--- src/rtl/puf_ctrl_pkg.sv ---
// Shared definitions for the PUF launch/sample control logic.
//   state_t           : measurement FSM states
//   clog2()           : ceiling log2, never below 1 so it can size a vector
//   DEF_NUM_STAGES    : default switch-stage count
//   DEF_NUM_TRIALS    : default launches per challenge (odd)
//   DEF_SETTLE_CYCLES : default settle cycles per phase
package puf_ctrl_pkg;

  typedef enum logic [1:0] {
    IDLE  = 2'd0,
    SETUP = 2'd1,
    FIRE  = 2'd2,
    DONE  = 2'd3
  } state_t;

  localparam int unsigned DEF_NUM_STAGES    = 64;
  localparam int unsigned DEF_NUM_TRIALS    = 15;
  localparam int unsigned DEF_SETTLE_CYCLES = 8;

  function automatic int unsigned clog2(input int unsigned value);
    int unsigned result;
    result = 0;
    for (int unsigned i = 0; i < 32; i++) begin
      if ((64'd1 << i) < 64'(value)) result = i + 1;
    end
    return (result == 0) ? 1 : result;
  endfunction

endpackage

--- src/rtl/puf_launch_sampler_arbiter_sync.sv ---
// Two-flop synchronizer for the raw arbiter output.
//   clk      : sampling clock
//   reset    : asynchronous active-high reset, clears both flops
//   i_async  : arbiter output, asynchronous to clk
//   o_sync   : synchronized arbiter value (2-cycle latency)
module arbiter_sync (
  input  logic clk,
  input  logic reset,
  input  logic i_async,
  output logic o_sync
);

  logic r_meta;
  logic r_sync;

  always_ff @(posedge clk or posedge reset) begin
    if (reset) begin
      r_meta <= 1'b0;
      r_sync <= 1'b0;
    end else begin
      r_meta <= i_async;
      r_sync <= r_meta;
    end
  end

  assign o_sync = r_sync;

endmodule

--- src/rtl/puf_launch_sampler.sv ---
// Launch/sample controller around the PDL switch-stage chain. Drives the
// per-stage selects and the launch edge, samples the arbiter behind the
// last stage, repeats NUM_TRIALS launches and returns a majority vote.
//   clk, reset  : clock, asynchronous active-high reset
//   start       : measurement request, accepted only in IDLE
//   challenge   : challenge bits, captured on accept
//   tune_mask   : PDL tuning mask for bottom selects, captured on accept
//   arbiter_in  : raw arbiter output (asynchronous)
//   sel_top     : captured challenge
//   sel_btm     : captured challenge XOR captured tune_mask
//   launch      : launch edge into stage 0
//   busy        : high outside IDLE
//   valid       : one-cycle pulse with the response
//   response    : majority-voted response bit
//   ones_count  : number of trials that sampled 1
module puf_launch_sampler
  import puf_ctrl_pkg::*;
#(
  parameter  int unsigned NUM_STAGES    = DEF_NUM_STAGES,
  parameter  int unsigned NUM_TRIALS    = DEF_NUM_TRIALS,
  parameter  int unsigned SETTLE_CYCLES = DEF_SETTLE_CYCLES,
  localparam int unsigned CNT_W         = clog2(NUM_TRIALS + 1)
) (
  input  logic                  clk,
  input  logic                  reset,
  input  logic                  start,
  input  logic [NUM_STAGES-1:0] challenge,
  input  logic [NUM_STAGES-1:0] tune_mask,
  input  logic                  arbiter_in,
  output logic [NUM_STAGES-1:0] sel_top,
  output logic [NUM_STAGES-1:0] sel_btm,
  output logic                  launch,
  output logic                  busy,
  output logic                  valid,
  output logic                  response,
  output logic [CNT_W-1:0]      ones_count
);

  if (((NUM_TRIALS % 2) == 0) || (SETTLE_CYCLES < 1)) begin : g_bad_params
    $error("puf_launch_sampler: NUM_TRIALS must be odd and SETTLE_CYCLES >= 1");
  end

  localparam int unsigned TMR_W = clog2(SETTLE_CYCLES + 2);
  localparam logic [TMR_W-1:0] TMR_ONE    = TMR_W'(1);
  localparam logic [TMR_W-1:0] SETUP_LAST = TMR_W'(SETTLE_CYCLES - 1);
  // FIRE is two cycles longer so the synchronizer sees the settled arbiter.
  localparam logic [TMR_W-1:0] FIRE_LAST  = TMR_W'(SETTLE_CYCLES + 1);
  localparam logic [CNT_W-1:0] CNT_ONE    = CNT_W'(1);
  localparam logic [CNT_W-1:0] TRIAL_LAST = CNT_W'(NUM_TRIALS - 1);
  localparam logic [CNT_W-1:0] HALF       = CNT_W'(NUM_TRIALS / 2);

  state_t                r_state;
  logic [TMR_W-1:0]      r_timer;
  logic [CNT_W-1:0]      r_trial;
  logic [CNT_W-1:0]      r_ones;
  logic [NUM_STAGES-1:0] r_chal;
  logic [NUM_STAGES-1:0] r_tune;
  logic                  r_launch;
  logic                  r_busy;
  logic                  r_valid;
  logic                  r_resp;

  logic                  w_sync;
  logic [CNT_W-1:0]      w_ones_next;

  (* keep_hierarchy = "yes" *)
  arbiter_sync u_arbiter_sync (
    .clk     (clk),
    .reset   (reset),
    .i_async (arbiter_in),
    .o_sync  (w_sync)
  );

  assign w_ones_next = r_ones + CNT_W'(w_sync);

  always_ff @(posedge clk or posedge reset) begin
    if (reset) begin
      r_state  <= IDLE;
      r_timer  <= '0;
      r_trial  <= '0;
      r_ones   <= '0;
      r_chal   <= '0;
      r_tune   <= '0;
      r_launch <= 1'b0;
      r_busy   <= 1'b0;
      r_valid  <= 1'b0;
      r_resp   <= 1'b0;
    end else begin
      r_valid <= 1'b0;
      case (r_state)
        IDLE: begin
          if (start) begin
            r_chal  <= challenge;
            r_tune  <= tune_mask;
            r_ones  <= '0;
            r_trial <= '0;
            r_timer <= '0;
            r_busy  <= 1'b1;
            r_state <= SETUP;
          end
        end
        SETUP: begin
          if (r_timer == SETUP_LAST) begin
            r_timer  <= '0;
            r_launch <= 1'b1;
            r_state  <= FIRE;
          end else begin
            r_timer <= r_timer + TMR_ONE;
          end
        end
        FIRE: begin
          if (r_timer == FIRE_LAST) begin
            r_timer  <= '0;
            r_launch <= 1'b0;
            r_ones   <= w_ones_next;
            if (r_trial == TRIAL_LAST) begin
              // Vote on the updated count so response lands with valid.
              r_valid <= 1'b1;
              r_resp  <= (w_ones_next > HALF);
              r_state <= DONE;
            end else begin
              r_trial <= r_trial + CNT_ONE;
              r_state <= SETUP;
            end
          end else begin
            r_timer <= r_timer + TMR_ONE;
          end
        end
        DONE: begin
          r_busy  <= 1'b0;
          r_state <= IDLE;
        end
        default: r_state <= IDLE;
      endcase
    end
  end

  assign sel_top    = r_chal;
  assign sel_btm    = r_chal ^ r_tune;
  assign launch     = r_launch;
  assign busy       = r_busy;
  assign valid      = r_valid;
  assign response   = r_resp;
  assign ones_count = r_ones;

endmodule

--- config.mk ---
export PLATFORM = sky130hd
export DESIGN_NAME = puf_launch_sampler
export DESIGN_NICKNAME = d
export VERILOG_FILES = /design/src/rtl/puf_ctrl_pkg.sv /design/src/rtl/puf_launch_sampler_arbiter_sync.sv /design/src/rtl/puf_launch_sampler.sv
export SDC_FILE = /design/constraint.sdc
export NUM_CORES = 1
export LEC_CHECK = 0
export CAP_MARGIN = 30
export CORE_UTILIZATION = 46
export DETAILED_ROUTE_END_ITERATION = 7
export GPL_TIMING_DRIVEN = 0
export PLACE_DENSITY_LB_ADDON = 0.08
export SLEW_MARGIN = 20
export SYNTH_ARGS = -nofsm -noshare
export SYNTH_HDL_FRONTEND = slang
export SYNTH_HIERARCHICAL = 1
export SYNTH_SLANG_ARGS = --single-unit
--- constraint.sdc ---
create_clock -name clk -period 8.51 [get_ports clk]
set_clock_uncertainty 0.05 [all_clocks]
set_input_delay 1.702 -clock clk [delete_from_list [all_inputs] [get_ports clk]]
set_output_delay 1.702 -clock clk [all_outputs]
set_load 0.01 [all_outputs]
### After elaboration in Yosys (flattened, before gate mapping)

Index checks and enable logic that the tools add are counted.

| operators by class | value |
|---|---|
| add/sub/neg operators | 3 |
| order comparisons | 1 |
| equality and inequality tests | 10 |
| muxes and demuxes | 22 |
| bitwise operators | 1 |
| reduce and logical (&&, ||, !) cells | 13 |

Operators by type and width:

| kind | count |
|---|---|
| XOR 64 bit | 1 |
| two-way mux 4 bit | 6 |
| one-hot mux 4 bit (2 select lines) | 2 |
| one-hot mux 4 bit (3 select lines) | 1 |
| AND reduction 3 bit | 4 |
| adder 4 x 1 -> 4 bit (second input constant) | 2 |
| == test 4 bit (second input constant) | 2 |
| two-way mux 2 bit | 4 |
| != test 2 bit (second input constant) | 4 |
| one-hot mux 2 bit (4 select lines) | 1 |
| two-way mux 1 bit | 6 |
| AND reduction 2 bit | 3 |
| nonzero test 2 bit | 3 |
| adder 4 x 1 -> 4 bit | 1 |
| == test 2 bit (second input constant) | 2 |
| == test 4 x 3 -> 1 bit (second input constant) | 1 |
| greater-than comparator 4 x 3 -> 1 bit (second input constant) | 1 |
| one-hot mux 1 bit (2 select lines) | 2 |
| AND reduction 4 bit | 1 |
| nonzero test 3 bit | 1 |
| == test 2 x 1 -> 1 bit (second input constant) | 1 |
| zero test 2 bit | 1 |

| word-level totals | value |
|---|---|
| register bits after elaboration | 148 |
| input port bits | 132 |
| output and inout bits | 136 |
| word-level logic and storage cells | 62 |

### Longest topological paths before layout

Gate-level depths: netlist of run 1.

| logic depth | value |
|---|---|
| word-level depth | 4 |
| mapped depth | 7 |
| depth with buffers taken out | 6 |

### Hierarchy

The synthesis of run 1 kept the hierarchy.

Modules (own cells, without submodules):

| module | times used | cells an instance | area each (um^2) |
|---|---|---|---|
| puf_launch_sampler | 1 | 448 | 6368.6 |
| arbiter_sync | 1 | 3 | 53.8 |

### Worst setup path after synthesis of run 1

No wires, ideal clock.

| timing path | value |
|---|---|
| path kind | input-to-reg |
| start | input port start |
| end | register r_tune[20] |
| arrival time | 2574 ps |
| data required time | 8335 ps |
| path slack | 5761 ps |
| stages | 4 |
| path buffers | 2 |
| cells stage by stage | nand2_1 clkbuf_1 buf_2 mux2_2 |

| on the way | value |
|---|---|
| cells in the longest elaborated chain, start to end | 1 |

RTL lines:

| what | line | source |
|---|---|---|
| start: declaration | puf_launch_sampler.sv:26 | `input logic start,` |
| AND reduction 2 bit (no line) | n/a |  |
| end signal: assignment | puf_launch_sampler.sv:94 | `r_tune <= tune_mask;` |
| end: declaration | puf_launch_sampler.sv:57 | `logic [NUM_STAGES-1:0] r_tune;` |

No other way between the ends.
A chain may end at the register's enable or synchronous reset.

### Worst setup path in the final report of run 1

| timing path | value |
|---|---|
| start | register r_tune[19] |
| end | output port sel_btm[19] |

| on the way | value |
|---|---|
| cells in the longest elaborated chain, start to end | 1 |

RTL lines:

| what | line | source |
|---|---|---|
| XOR 64 bit | puf_launch_sampler.sv:139 | `assign sel_btm = r_chal ^ r_tune;` |
| end: declaration | puf_launch_sampler.sv:31 | `output logic [NUM_STAGES-1:0] sel_btm,` |

No other way between the ends.

==> results of run 1 <==
## state kept, by name, indices dropped and copies added, names as in the netlist
register,flops
response,1
ones_count,4
r_tune,64
valid,1
r_timer,4
r_state,2
launch,1
busy,1
r_trial,4
sel_top,64
u_arbiter_sync/o_sync,1
u_arbiter_sync/r_meta,1
## kinds of logic (layout without fill, tap and decap cells)
kind of cell | count (synthesis) | count (layout) | synth area share
simple gates | 48 | 48 | 0.0409
flops | 148 | 148 | 0.577
fa+ha+maj | 11 | 11 | 0.0214
compound gates | 22 | 22 | 0.0232
xor+xnor | 66 | 66 | 0.0900
buf+inv | 24 | 324 | 0.0168
mux | 132 | 132 | 0.231
## layout make-up
type	count	area [sq um]
Multi-Input combinational cell	279	2610
Sequential cell	148	3700
Buffer	15	73.8
Inverter	9	41.3
Clock buffer	20	467
Fill cell	921	3430
Tap cell	176	220
Clock inverter	12	201
Timing Repair Buffer	268	2700
## layer usage
metal,vias to the layer above,routed length [um]
met5,-,0
met4,0,418
met3,31,1370
met2,198,8470
met1,2314,5970
li1,2137,-
## layout by cell type, fill, tap and decap left out, types with 2 or more instances in the layout
| cell type | netlist | routed |
|---|---|---|
| sky130_fd_sc_hd__nand2b_1 | 2 | 2 |
| sky130_fd_sc_hd__clkinvlp_4 | 0 | 5 |
| sky130_fd_sc_hd__nand3b_1 | 2 | 2 |
| sky130_fd_sc_hd__bufinv_16 | 0 | 5 |
| sky130_fd_sc_hd__a211oi_1 | 2 | 2 |
| sky130_fd_sc_hd__o21ai_0 | 8 | 8 |
| sky130_fd_sc_hd__a31oi_1 | 2 | 2 |
| sky130_fd_sc_hd__ha_1 | 11 | 11 |
| sky130_fd_sc_hd__buf_2 | 14 | 14 |
| sky130_fd_sc_hd__mux2i_1 | 2 | 2 |
| sky130_fd_sc_hd__nand3_1 | 6 | 6 |
| sky130_fd_sc_hd__a22oi_1 | 2 | 2 |
| sky130_fd_sc_hd__nand4_1 | 4 | 4 |
| sky130_fd_sc_hd__inv_1 | 9 | 8 |
| sky130_fd_sc_hd__mux2_2 | 129 | 129 |
| sky130_fd_sc_hd__clkdlybuf4s50_1 | 0 | 267 |
| sky130_fd_sc_hd__nand2_1 | 9 | 9 |
| sky130_fd_sc_hd__nor2_1 | 15 | 15 |
| sky130_fd_sc_hd__clkbuf_16 | 0 | 17 |
| sky130_fd_sc_hd__a21oi_1 | 4 | 4 |
| sky130_fd_sc_hd__clkbuf_8 | 0 | 3 |
| sky130_fd_sc_hd__dfrtp_1 | 148 | 148 |
| sky130_fd_sc_hd__nor2b_1 | 2 | 2 |
| sky130_fd_sc_hd__xor2_1 | 65 | 65 |
## stage by stage
stage | utilization | cell area (sq um) | setup WS, ns | std cells
after floorplan | - | 6420 | 2.84 | 451
after global placement | 0.692 | 9320 | 0.828 | 894
after detailed placement | 0.695 | 9350 | 4.76 | 895
after CTS | 0.745 | 10000 | 5.12 | 927
after global routing | 0.745 | 10000 | 5.04 | 927
final | 0.745 | 10000 | 5.16 | 927
## power groups by stage
stage | logic (W) | clock network, W | registers [W]
after floorplan | 0.0000126 | 0 | 0.000719
after global placement | 0.0000777 | 0 | 0.000719
after detailed placement | 0.0000813 | 0 | 0.000719
after CTS | 0.0000821 | 0.000843 | 0.000706
after global routing | 0.0000875 | 0.000877 | 0.000706
final | 0.0000803 | 0.000827 | 0.000706
## critical path: stages, from the launching register on
cell and delay [ns]:
sky130_fd_sc_hd__dfrtp_1 0.40, sky130_fd_sc_hd__xor2_1 0.19, sky130_fd_sc_hd__clkdlybuf4s50_1 0.60
## final timing paths
kind	startpoint	to	slack [ns]	cells after the start
min in group asynchronous	reset	u_arbiter_sync/r_meta$_DFF_PP0_	1.56	2
hold / removal	u_arbiter_sync/r_meta$_DFF_PP0_	u_arbiter_sync/o_sync$_DFF_PP0_	0.32	0
max in group asynchronous	reset	sel_top[33]$_DFFE_PP0P_	5.97	3
setup / recovery	r_tune[19]$_DFFE_PP0P_	sel_btm[19]	5.16	2
hold reg to reg	u_arbiter_sync/r_meta$_DFF_PP0_	u_arbiter_sync/o_sync$_DFF_PP0_	0.32	0
setup reg to reg	r_state[0]$_DFFE_PP0P_	r_tune[47]$_DFFE_PP0P_	6.14	6
==> summary by stage, run 1 <==
Setup path
At the worst endpoint, the arrival time is approximately 1.6 ns. The setup path with the least slack is of type register to output pin. The endpoint required time on the critical path is around 6.8 ns. The highest net fanout along the worst path is 2.

The startpoint type of the worst setup path is a register. STA classifies the critical path endpoint as an output pin.

Logic synthesis
sky130_fd_sc_hd__dfrtp_1 takes more of the synthesized area than any other cell. The count of synthesis-stage warnings from yosys is 6. In the synthesized netlist the async set-or-reset flop fraction comes to 1.00. The count of different cell masters after synthesis is 34.

In this run, synthesis produced a sequential element count of between 100 and 150. Among all cell types in the netlist, the one instantiated most often is sky130_fd_sc_hd__dfrtp_1. The most used flip-flop cell after synthesis is sky130_fd_sc_hd__dfrtp_1. The share of synthesized area in the top cell type comes to 0.577. The cell count after synthesis is 451. Summing every instance area after synthesis gives 6420 sq um.

Sorting the synthesized cells by how often they occur yields 148 x sky130_fd_sc_hd__dfrtp_1, 129 x sky130_fd_sc_hd__mux2_2, 65 x sky130_fd_sc_hd__xor2_1. After synthesis, the cell types taking the most area are sky130_fd_sc_hd__dfrtp_1 58%, sky130_fd_sc_hd__mux2_2 23%, sky130_fd_sc_hd__xor2_1 8.9%. The sequential area share after synthesis is 0.577. The number of nets in the synthesized netlist is slightly below 600. Dividing the synthesized area by the synthesized cell count gives about 14 sq um. The number of flops mapped to enable cells by yosys is 0.

Floorplan
The die footprint is approximately 14000 sq um. The overall die width is 120 um. around 270 I/O pins were placed. The effective utilization at floorplan is 0.477.

The region available for standard cell placement spans 13500 sq um. The y dimension of the die is approximately 120 um. The floorplan row count is 42.

Timing
In the finished design, the share of the clock period the worst path needs comes to 0.394. Final hold analysis gives a worst-case slack of about 0.32 ns. The total count of max-transition violations in the final report is 0. For the pin with the worst max-slew slack, the measured transition is roughly 0.6 ns. Setup violations remaining at the end of the flow were counted as 0. The relative max-transition margin is 0.611.

Setup repair after global routing left no endpoint under its margin. The total count of hold-check failures in the final report is 0. The post-layout minimum cycle time is 3.35 ns. Timing would allow up to about 300 MHz. For the final routed database, the setup TNS stands at 0 ns.

Global route
The number of global-route vias before repair came to about 5000. The layer flagged by global routing as most heavily used is met2. For this run, global-route usage on met3 was measured as 0.0765. In the global route stage, overall resource usage came out at 0.235. Entering global routing, the biggest net connects 86 pins.

The global-route wire length before repair is 25.8 mm. For met2 alone, demand over resource in global routing was 0.414. The total overflow left after global routing is 0. The met1 demand-to-capacity share in global routing is 0.259. The initial antenna violation count was 0.

Routing
For this run, the detailed router's first-pass iteration total came to 4. The routed wirelength normalized by instance count is about 18 um. The post-detailed-route via-to-cell ratio is ~5.0. After detailed routing, the number of remaining DRC violations is 0. In this run, the number of DRC markers left after iteration 0 of detailed routing was 167.

Across all layers, the routed design uses between 4000 and 5000 vias. The total routed wirelength is 16.2 mm. The count of nets left with antenna violations once routing finished came out at 0.

Run status
The flow ran to the end, and the final reports show no timing, DRC or antenna violations.

Power
Dividing total power by cell area gives a power density of approximately 160 nW/um^2. After layout, the design draws a total of ~0.0016 W. The clock share of power is 0.512. The relative contribution of sequential cells to total power is 0.438. In this run the static leakage power is a little over 5 nW. Cell internal power was estimated by the tool at roughly 0.0013 W. Of the total power, combinational logic draws 0.050. The worst ir drop on vdd is between 100 and 150 uV. Summed over all nets, the switching power comes to approximately 0.00031 W. The switching power as a share of total power is 0.191.

Final layout
The number of antenna diodes in the final layout is 0. After the last flow step, the layout net total stands at between 800 and 900. The area growth from synthesis to layout is 56.0%. Of the cells placed in the final design, the portion with a size suffix greater than 1 is 0.241.

Placed design
The detailed placement HPWL is around 12 mm. The count of buffers from port buffering is 267. At the end of routability-driven placement, the weighted congestion stood at 0.827.

Clock tree
The number of setup buffers added after CTS is 0. The post-cts sizing count is 0. No sink is reached through more buffers than the 2 on the longest clock path.

The root buffer cell is sky130_fd_sc_hd__clkbuf_16. TritonCTS built the clock tree. The clock-pin slew of the registers on the worst-case setup and hold paths is 0.06 ns. The cts-stage hold buffer count is 0. The insertion delay to the later sink of the worst-skew pair is around 0.4 ns. The number of sinks driven by the clock tree is approximately 150. The number of H-tree levels is 4.

Counting the buffers created by CTS gives 17.

Flow run
Max-cap violations in this run came to 0.

Hold path
The min-delay analysis places its worst path in the category register to register.
(Power assumes the default switching activity.)
==> run 2: changes to the inputs <==
--- a/config.mk
+++ b/config.mk
@@ -6,7 +6,7 @@
 export NUM_CORES = 1
 export LEC_CHECK = 0
 export CAP_MARGIN = 30
-export CORE_UTILIZATION = 46
+export CORE_UTILIZATION = 39
 export DETAILED_ROUTE_END_ITERATION = 7
 export GPL_TIMING_DRIVEN = 0
 export PLACE_DENSITY_LB_ADDON = 0.08
==> constraint.sdc (replaced) <==
create_clock -name clk -period 2.9 [get_ports clk]
set_clock_uncertainty 0.05 [all_clocks]
set_input_delay 0.58 -clock clk [delete_from_list [all_inputs] [get_ports clk]]
set_output_delay 0.58 -clock clk [all_outputs]
set_load 0.01 [all_outputs]
==> run 2 against run 1 <==
Effect of this change:
- first-iteration DRC count is 28% lower
- worst setup slack worse by 4.6 ns
- die area is 18% higher
- register-to-register slack worse by 5.6 ns
- sequential power grew to 2.9 times the previous value
- worst hold slack worse by 0.0097 ns
- critical endpoint is now r_tune[50]$_DFFE_PP0P_
- largest cell class unchanged
==> summary by stage, run 2 (synthesized netlist as in run 1, its figures left out) <==
Clock tree
After clock tree synthesis, the clock-pin slew on the worst setup and hold paths is roughly 0.060 ns. The TritonCTS clock tree is built. The number of clock buffers inserted by TritonCTS is 17.

The cts-stage hold buffer count is 0. CTS built an H-tree with a depth of 4. The number of sinks driven by the clock tree is about 150. The insertion delay to the later sink of the worst-skew pair is around 0.41 ns. After clock tree synthesis, the repair step resized 0 gates. The number of setup buffers added after CTS is 0. The root buffer cell chosen for the clock tree is sky130_fd_sc_hd__clkbuf_16. The clock tree buffer depth is 2.

Global route
For this run the aggregate overflow at the end of global routing stands at 0. The total routing resource utilization after global routing is 0.201. The number of global-route vias before repair is around 4800. The initial antenna violation count is 0. The first global-routing pass estimated approximately 25 mm of wire. The maximum number of pins on one net before global-route repair is 33.

Floorplan
For this configuration, the core starts out at a cell density of 0.401. The floorplan row count is 46. The floorplan step defined a die boundary enclosing ~17000 sq um. The floorplan step set the die width to approximately 130 um.

The core region is between 15000 and 20000 sq um. The I/O pin count is roughly 270. The y dimension of the die is approximately 130 um.

Routing
The first routing iteration left 120 violations. The routed wirelength normalized by instance count is 17.1 um. In the routed layout, each cell is associated on average with a via count of 4.74. The detail route stage leaves a number of antenna-violating nets equal to 0. The total routed wirelength is approximately 17 mm. The number of detailed-routing iterations run before antenna repair is 4. For this block, the via count after detailed routing is 4597. The DRC violation count after routing is 0.

Run status
The run finished with clean final reports.

Final layout
The commonest non-fill, non-tap cell in the layout is sky130_fd_sc_hd__clkdlybuf4s50_1. In the final layout, the share of cells above drive strength 1 is 0.235. In the layout the commonest cells are 267 x sky130_fd_sc_hd__clkdlybuf4s50_1, 148 x sky130_fd_sc_hd__dfrtp_1, 129 x sky130_fd_sc_hd__mux2_2. The fill cell instance count of the final layout is ~1300.

The filler-free cell count of the finished design is just under 1000. The final layout net count is a little under 900. Compared with the post-synthesis result, the final layout area differs by 56.4%.

0 antenna diodes ended up in the layout.

Placed design
The routability-driven placement congestion ratio is ~0.75. The detailed placement HPWL is between 10 and 15 mm. The pre-CTS worst setup slack is ~0.21 ns. The count of buffers from port buffering is 267.

The cell count after placement is about 940.

Setup path
STA puts the critical path data required time at ~3.1 ns. In this run the worst path has a maximum fanout of 10. STA classifies the critical path endpoint as a register.

The setup path with the least slack is of type register to register. The startpoint type of the worst setup path is a register. The arrival time at the worst endpoint is between 2 and 3 ns.

Timing
Setup repair after global routing left no endpoint under its margin. In the post-route analysis, the smallest setup slack over all paths is ~0.54 ns. The total count of hold-check failures in the final report is 0. The post-layout minimum cycle time is between 2 and 2.5 ns. The actual transition at the worst max-transition pin is 0.544 ns. The maximum clock frequency is roughly 420 MHz. The total count of max-transition violations in the final report came to 0. Setup violations remaining at the end of the flow were counted as 0. The final clock period utilization by the worst path is 0.814.

The relative max-transition margin is 0.627.

Flow run
Across the run, the number of max-cap violations was 0.

Power
Summed over all cells, the static leakage comes to 5.07 nW. VDD sags by at most about 350 uV. The power consumption is roughly 0.0044 W. The power density over the cells is around 440 nW/um^2.

Hold path
The class of the worst hold path is register to register.
run 2: cell count changes in the layout (fill, tap and decap cells not counted):
cell                         before  now
sky130_fd_sc_hd__clkinv_4         1    0
sky130_fd_sc_hd__buf_12           0    3
sky130_fd_sc_hd__bufinv_16        5    2
sky130_fd_sc_hd__inv_8            1    0
sky130_fd_sc_hd__buf_16           1    2
sky130_fd_sc_hd__clkinvlp_4       5    2
sky130_fd_sc_hd__clkbuf_1         1    7
run 2: cell type report:
| cell class | count | area, sq um | area share |
|---|---|---|---|
| buffer | 15 | 73.8 | 0.00735 |
| clock buffer | 26 | 489 | 0.0487 |
| clock inverter | 4 | 72.6 | 0.00722 |
| inverter | 9 | 37.5 | 0.00374 |
| multi-input combinational | 279 | 2610 | 0.260 |
| sequential | 148 | 3700 | 0.369 |
| tap | 216 | 270 | 0.0269 |
| timing repair buffer | 272 | 2790 | 0.277 |
run 2: per-stage QoR:
step | setup TNS (ns) | instance area (sq um) | utilization | hold WS (ns)
floorplan | 0 | 6430 | - | 0.271
global placement | -126.67 | 9370 | 0.586 | 0.293
detailed placement | 0 | 9480 | 0.593 | 0.295
CTS | 0 | 10000 | 0.628 | 0.308
global route | 0 | 10000 | 0.628 | 0.325
finish | 0 | 10000 | 0.628 | 0.308
run 2: power breakdown:
part           internal, W  total (W)  switching, W
logic             0.000177   0.000250     0.0000732
registers          0.00207    0.00207    0.00000339
clock network      0.00133    0.00212      0.000796
run 2: worst paths after layout:
| kind | from | cells past startpoint | to | slack, ns |
|---|---|---|---|---|
| max | r_state[1]$_DFFE_PP0P_ | 6 | r_tune[50]$_DFFE_PP0P_ | 0.54 |
| min reg2reg | u_arbiter_sync/r_meta$_DFF_PP0_ | 0 | u_arbiter_sync/o_sync$_DFF_PP0_ | 0.31 |
| min | u_arbiter_sync/r_meta$_DFF_PP0_ | 0 | u_arbiter_sync/o_sync$_DFF_PP0_ | 0.31 |
| min in group asynchronous | reset | 2 | u_arbiter_sync/r_meta$_DFF_PP0_ | 0.36 |
| max in group asynchronous | reset | 5 | r_tune[30]$_DFFE_PP0P_ | 1.33 |
| max reg2reg | r_state[1]$_DFFE_PP0P_ | 6 | r_tune[50]$_DFFE_PP0P_ | 0.54 |
run 2: metal layers:
metal | vias to the layer above | wire length (um) | track usage | share of wire
met2 | 171 | 8660 | 0.352 | 0.52
met4 | 0 | 264 | 0.0841 | 0.016
met5 | - | 0 | 0 | 0
met1 | 2266 | 6290 | 0.223 | 0.38
li1 | 2141 | - | - | -
met3 | 19 | 1390 | 0.0656 | 0.084
run 2: critical path, stage by stage, from the launching register on:
cell and delay (ns):
sky130_fd_sc_hd__dfrtp_1 0.45, sky130_fd_sc_hd__inv_1 0.11, sky130_fd_sc_hd__ha_1 0.27, sky130_fd_sc_hd__nand2_1 0.13, sky130_fd_sc_hd__clkbuf_1 0.47, sky130_fd_sc_hd__buf_2 0.39
sky130_fd_sc_hd__mux2_2 0.38
==> RTL edit 1: new RTL, flow settings as in run 2 <==
Set the package constant `DEF_SETTLE_CYCLES` to 9 (it was 8).
--- a/src/rtl/puf_ctrl_pkg.sv
+++ b/src/rtl/puf_ctrl_pkg.sv
@@ -15,7 +15,7 @@
 
   localparam int unsigned DEF_NUM_STAGES    = 64;
   localparam int unsigned DEF_NUM_TRIALS    = 15;
-  localparam int unsigned DEF_SETTLE_CYCLES = 8;
+  localparam int unsigned DEF_SETTLE_CYCLES = 9;
 
   function automatic int unsigned clog2(input int unsigned value);
     int unsigned result;
Check against the original RTL: no difference found for any inputs over 4 cycles, from zero or initial values and one cycle with reset high; that may be too few to reach the edited logic, so the function may still have changed.
==> RTL edit 1 against run 2 <==
Setup slack better by 0.069 ns; global-route usage down 0.26 points; final area up 0.27%; sequential cell count is the same; via count is 0.33% higher; cell count grew 0.41%; sequential share of layout area fell by 0.10 points; synthesized area rose by 0.21%; synthesized cell count grew 0.44%; wire length down 0.25%; critical path type unchanged; critical endpoint is now sel_top[3].
Power is not compared: it rests on default switching activity, and its combinational part moved more than twofold at a synthesized area within 25%.
==> RTL edit 1: results (changes against run 2) <==
power:
  leakage_nw: 4.37
  irDropWorstVdd_v: 0.000563
finish:
  fin_nets: 889  # +0.45%
  n_fill_cell: 1298  # -0.46%
  instances_no_fill: 973  # +0.41%
  drive_gt1_share_pct: 24.6  # +1.1 points
place:
  placed_cells: 941  # +0.21%
  io_buffers: 267  # unchanged
  place.gp.congestion: 0.788  # +4.8%
  place_area_um2: 9490  # about the same
  hpwl_um: 12700  # -0.56%
timing:
  worstMarginPinSlew_ns: 0.653  # +0.109 ns
yosys:
  synth-async-reset-ratio_pct: 100  # unchanged
  synth_commonest_cells: "148 x dfrtp_1, 128 x mux2_2, 64 x xor2_1"
  yosys-top-cells-area: "dfrtp_1 58%, mux2_2 22%, xor2_1 8.7%"
  synthCells: 453  # +0.44%
  ys.flop_type: "dfrtp_1"
  synth_fp_nets: 598  # +0.67%
  synth-seq-area-share_pct: 57.5  # -0.12 points
  synth-warning-count: 6  # unchanged
  synth_cell_types: 34  # unchanged
global_routing:
  grt_first_pass_wirelength_um: 25000  # -1.6%
  use_met3_pct: 7.00  # +0.44 points
  top_usage_layer: "met2"
  first_global_vias: 4688  # -2.8%
  grt_use_met1_pct: 22.7  # +0.40 points
  grt_max_degree: 34  # +3.0%
  met2_usage_pct: 34.1  # -1.1 points
  grtUsageTotal_pct: 19.8  # -0.26 points
  antenna_found_initial: 0  # unchanged
route:
  drt-total-wl_um: 16600  # -0.25%
  drt_iter0_markers: 129  # +7.5%
  via_count: 4612  # +0.33%
setup_path:
  worstReg2RegStart: "r_state[0]"
  reg2reg_setup_slack_ns: 0.61  # +0.07 ns
  crit_slowest_cell: "dfrtp_1"
  r2r-end: "sel_top[3]"
  crit_arrival_ns: 2.55  # -0.05 ns
  path_delay_family: "buffers and inverters"
  critPathMaxStageDelay_ns: 0.44  # -0.03 ns
cts:
  post_cts_buffers: 0  # unchanged
  cts_root_buffer: "clkbuf_16"
  clk_path_buf_depth: 2  # unchanged
  clkTransAtPathRegs_ns: 0.06  # about the same
  cts_htree_levels: 4  # unchanged
  post_cts_resized: 0  # unchanged
outcome:
  outcome: "finished, final reports clean"
hold_path:
  hold_end: "u_arbiter_sync/o_sync"
[RTL edit 1: changes by cell type after synthesis, moves of 3 or more]
| cell | change |
|---|---|
| nor2_1 | -7 |
| clkbuf_1 | +4 |
| buf_2 | -3 |
| a31o_2 | +3 |
| a21oi_1 | +7 |
| inv_1 | +5 |
[RTL edit 1: area by class of cell]
type | instances | share of cell area, %
flip-flops and latches | 148 | 36.8
repair buffers | 272 | 27.6
multi-input cells | 275 | 25.9
clock buffers | 23 | 5.04
well taps | 216 | 2.68
clock inverters | 9 | 0.745
plain buffers | 16 | 0.733
inverters | 14 | 0.559
[RTL edit 1: metal layers]
metal / routed length, um / part of all wire (%)
met1: 6550 / 40
met2: 8400 / 51
met3: 1290 / 7.8
met4: 333 / 2.0
met5: 0 / 0
[RTL edit 1: metrics by stage]
stage	hold WS (ns)	util, %	setup WS, ns
floorplan	0.271	-	0.437
global placement	0.286	58.6	-0.887
detailed placement	0.295	59.3	0.252
CTS	0.298	63.0	0.511
global route	0.321	63.0	0.405
finish	0.298	63.0	0.608
[RTL edit 1: worst max-delay path by stage]
stage	start	endpoint	slack [ns]
finish	r_state[0]	sel_top[3]	0.61
global route	r_state[1]	sel_top[3]	0.41
CTS	r_state[0]	sel_top[6]	0.51
detailed placement	start	sel_top[6]	0.25
global placement	reset	r_tune[31]	-0.89
floorplan	reset	busy	0.44
[RTL edit 1: logic make-up (layout without fill, tap and decap cells)]
logic type / Yosys count / in the layout / synth area share [%]
flip-flops: 148 / 148 / 57.5
multiplexers: 130 / 130 / 22.8
XOR/XNOR: 64 / 64 / 8.71
AO/OA/AOI/OAI: 35 / 35 / 3.73
AND/OR/NAND/NOR: 33 / 33 / 2.74
buffers and inverters: 30 / 334 / 1.96
adder cells (fa/ha/maj): 13 / 13 / 2.53
[RTL edit 1: report_power, final]
part | switching (mW) | internal (mW) | total (mW)
Combinational | 2.46 | 3.87 | 6.33
Clock | 0.832 | 1.31 | 2.14
Sequential | 0.782 | 3.07 | 3.85
==> RTL edit 2: new RTL, config.mk and constraints of run 2 <==
Without the edit above. Reset style: synchronous (`reset`), changed in 2 clocked blocks. Comments in the files are not updated.
--- a/src/rtl/puf_launch_sampler_arbiter_sync.sv
+++ b/src/rtl/puf_launch_sampler_arbiter_sync.sv
@@ -13,7 +13,7 @@
   logic r_meta;
   logic r_sync;
 
-  always_ff @(posedge clk or posedge reset) begin
+  always_ff @(posedge clk) begin
     if (reset) begin
       r_meta <= 1'b0;
       r_sync <= 1'b0;
--- a/src/rtl/puf_launch_sampler.sv
+++ b/src/rtl/puf_launch_sampler.sv
@@ -73,7 +73,7 @@
 
   assign w_ones_next = r_ones + CNT_W'(w_sync);
 
-  always_ff @(posedge clk or posedge reset) begin
+  always_ff @(posedge clk) begin
     if (reset) begin
       r_state  <= IDLE;
       r_timer  <= '0;
Behaviour: differs if reset is asserted again (counterexample within 4 cycles, from zero or initial values and one cycle with reset high); with reset held inactive, the same outputs for 4 cycles.
==> RTL edit 2 against run 2 <==
Synthesized area is 6.9% lower; wire length grew 11%; utilization grew 1.4 points; sequential cell count did not move; global-route usage up 3.9 points; die area fell by 6.8%; setup slack gained 0.072 ns; final area shrank 5.7%; critical path depth rose by 1; hold slack gained 0.082 ns; cell count grew 26%; highest routed layer unchanged.
Power is not compared: it rests on default switching activity, and its combinational part moved more than twofold at a synthesized area within 25%.
==> RTL edit 2: results (changes against run 2) <==
global_routing:
  grt_max_degree: 17  # -48%
  antenna_found_initial: 1  # +1
  grtUsageTotal_pct: 24.0  # +3.9 points
  grt_first_pass_wirelength_um: 29300  # +16%
setup_path:
  crit_arrival_ns: 2.58  # -0.02 ns
  cp-startpoint: "r_state[0]"
  reg2reg_setup_slack_ns: 0.61  # +0.07 ns
  r2r-end: "sel_top[44]"
route:
  drt_iter0_markers: 232  # +93%
  drt-total-wl_um: 18500  # +11%
  via_count: 5822  # +27%
place:
  hpwl_um: 13800  # +8.1%
  place_area_um2: 8880  # -6.4%
  place_ws_ns: 0.232  # +0.0229 ns
  place.gp.congestion: 0.828  # +10%
finish:
  fin_nets: 1170  # +32%
  n_fill_cell: 1318  # +1.1%
  fin_util_pct: 64.2  # +1.4 points
  drive_gt1_share_pct: 3.46  # -20 points
yosys:
  syn_area_per_cell_um2: 8.07  # -43%
  yosys-top-cells-area: "dfxtp_1 50%, nand2_1 16%, a21oi_1 12%"
  synth-async-reset-ratio_pct: 0  # -100 points
  ys.flop_type: "dfxtp_1"
  synth-seq-area-share_pct: 49.6  # -8.1 points
  synth_fp_nets: 884  # +49%
hold_path:
  hold_end: "u_arbiter_sync/o_sync"
  hold_depth: 1  # +1
  min_from: "u_arbiter_sync/r_meta"
outcome:
  outcome: "finished, final reports clean"
timing:
  whs_ns: 0.390  # +0.0818 ns
[RTL edit 2: cell types whose count changed after synthesis, moves of 14 or more]
cell / change
a21oi_1: +139
nand2_1: +252
dfrtp_1: -148
buf_2: -14
dfxtp_1: +148
mux2_2: -129
clkbuf_1: +42
[RTL edit 2: layout make-up]
cell class | count | area share [%]
Tap cell | 184 | 2.43
Multi-Input combinational cell | 542 | 29.6
Inverter | 6 | 0.238
Clock buffer | 21 | 4.86
Clock inverter | 11 | 1.40
Sequential cell | 148 | 31.3
Antenna cell | 1 | 0.0264
Buffer | 45 | 1.97
Timing Repair Buffer | 267 | 28.2
[RTL edit 2: worst max path at each step]
stage	cells after the start	slack [ns]	endpoint
3_5_place_dp	6	0.23	sel_top[40]
6_report	7	0.61	sel_top[44]
2_1_floorplan	6	1.18	r_trial[3]
4_1_cts	7	0.59	sel_top[47]
5_1_grt	7	0.42	r_tune[61]
3_3_place_gp	6	0.24	sel_top[41]
[RTL edit 2: report_power, final]
part / total, mW / internal, mW / leakage [nW] / switching, mW
sequential: 2.63 / 2.36 / 1.21 / 0.267
combinational: 2.79 / 1.35 / 2.30 / 1.43
clock: 2.23 / 1.39 / 0.296 / 0.841
total: 7.64 / 5.10 / 3.81 / 2.54
[RTL edit 2: routing by layer]
metal / up-vias / part of all wire, % / GRT usage, %
met5: - / 0 / 0
met4: 0 / 1.8 / 8.86
met3: 21 / 8.0 / 8.33
met2: 199 / 47 / 40.1
met1: 2603 / 44 / 28.5
li1: 2999 / - / -
[RTL edit 2: logic make-up after synthesis]
family,synth area share [%]
DFF,49.6
buffers and inverters,3.50
and+or+nand+nor,20.9
xor gates and xnor gates,9.52
AOI/OAI and AO/OA,14.2
adders and majority gates,2.30
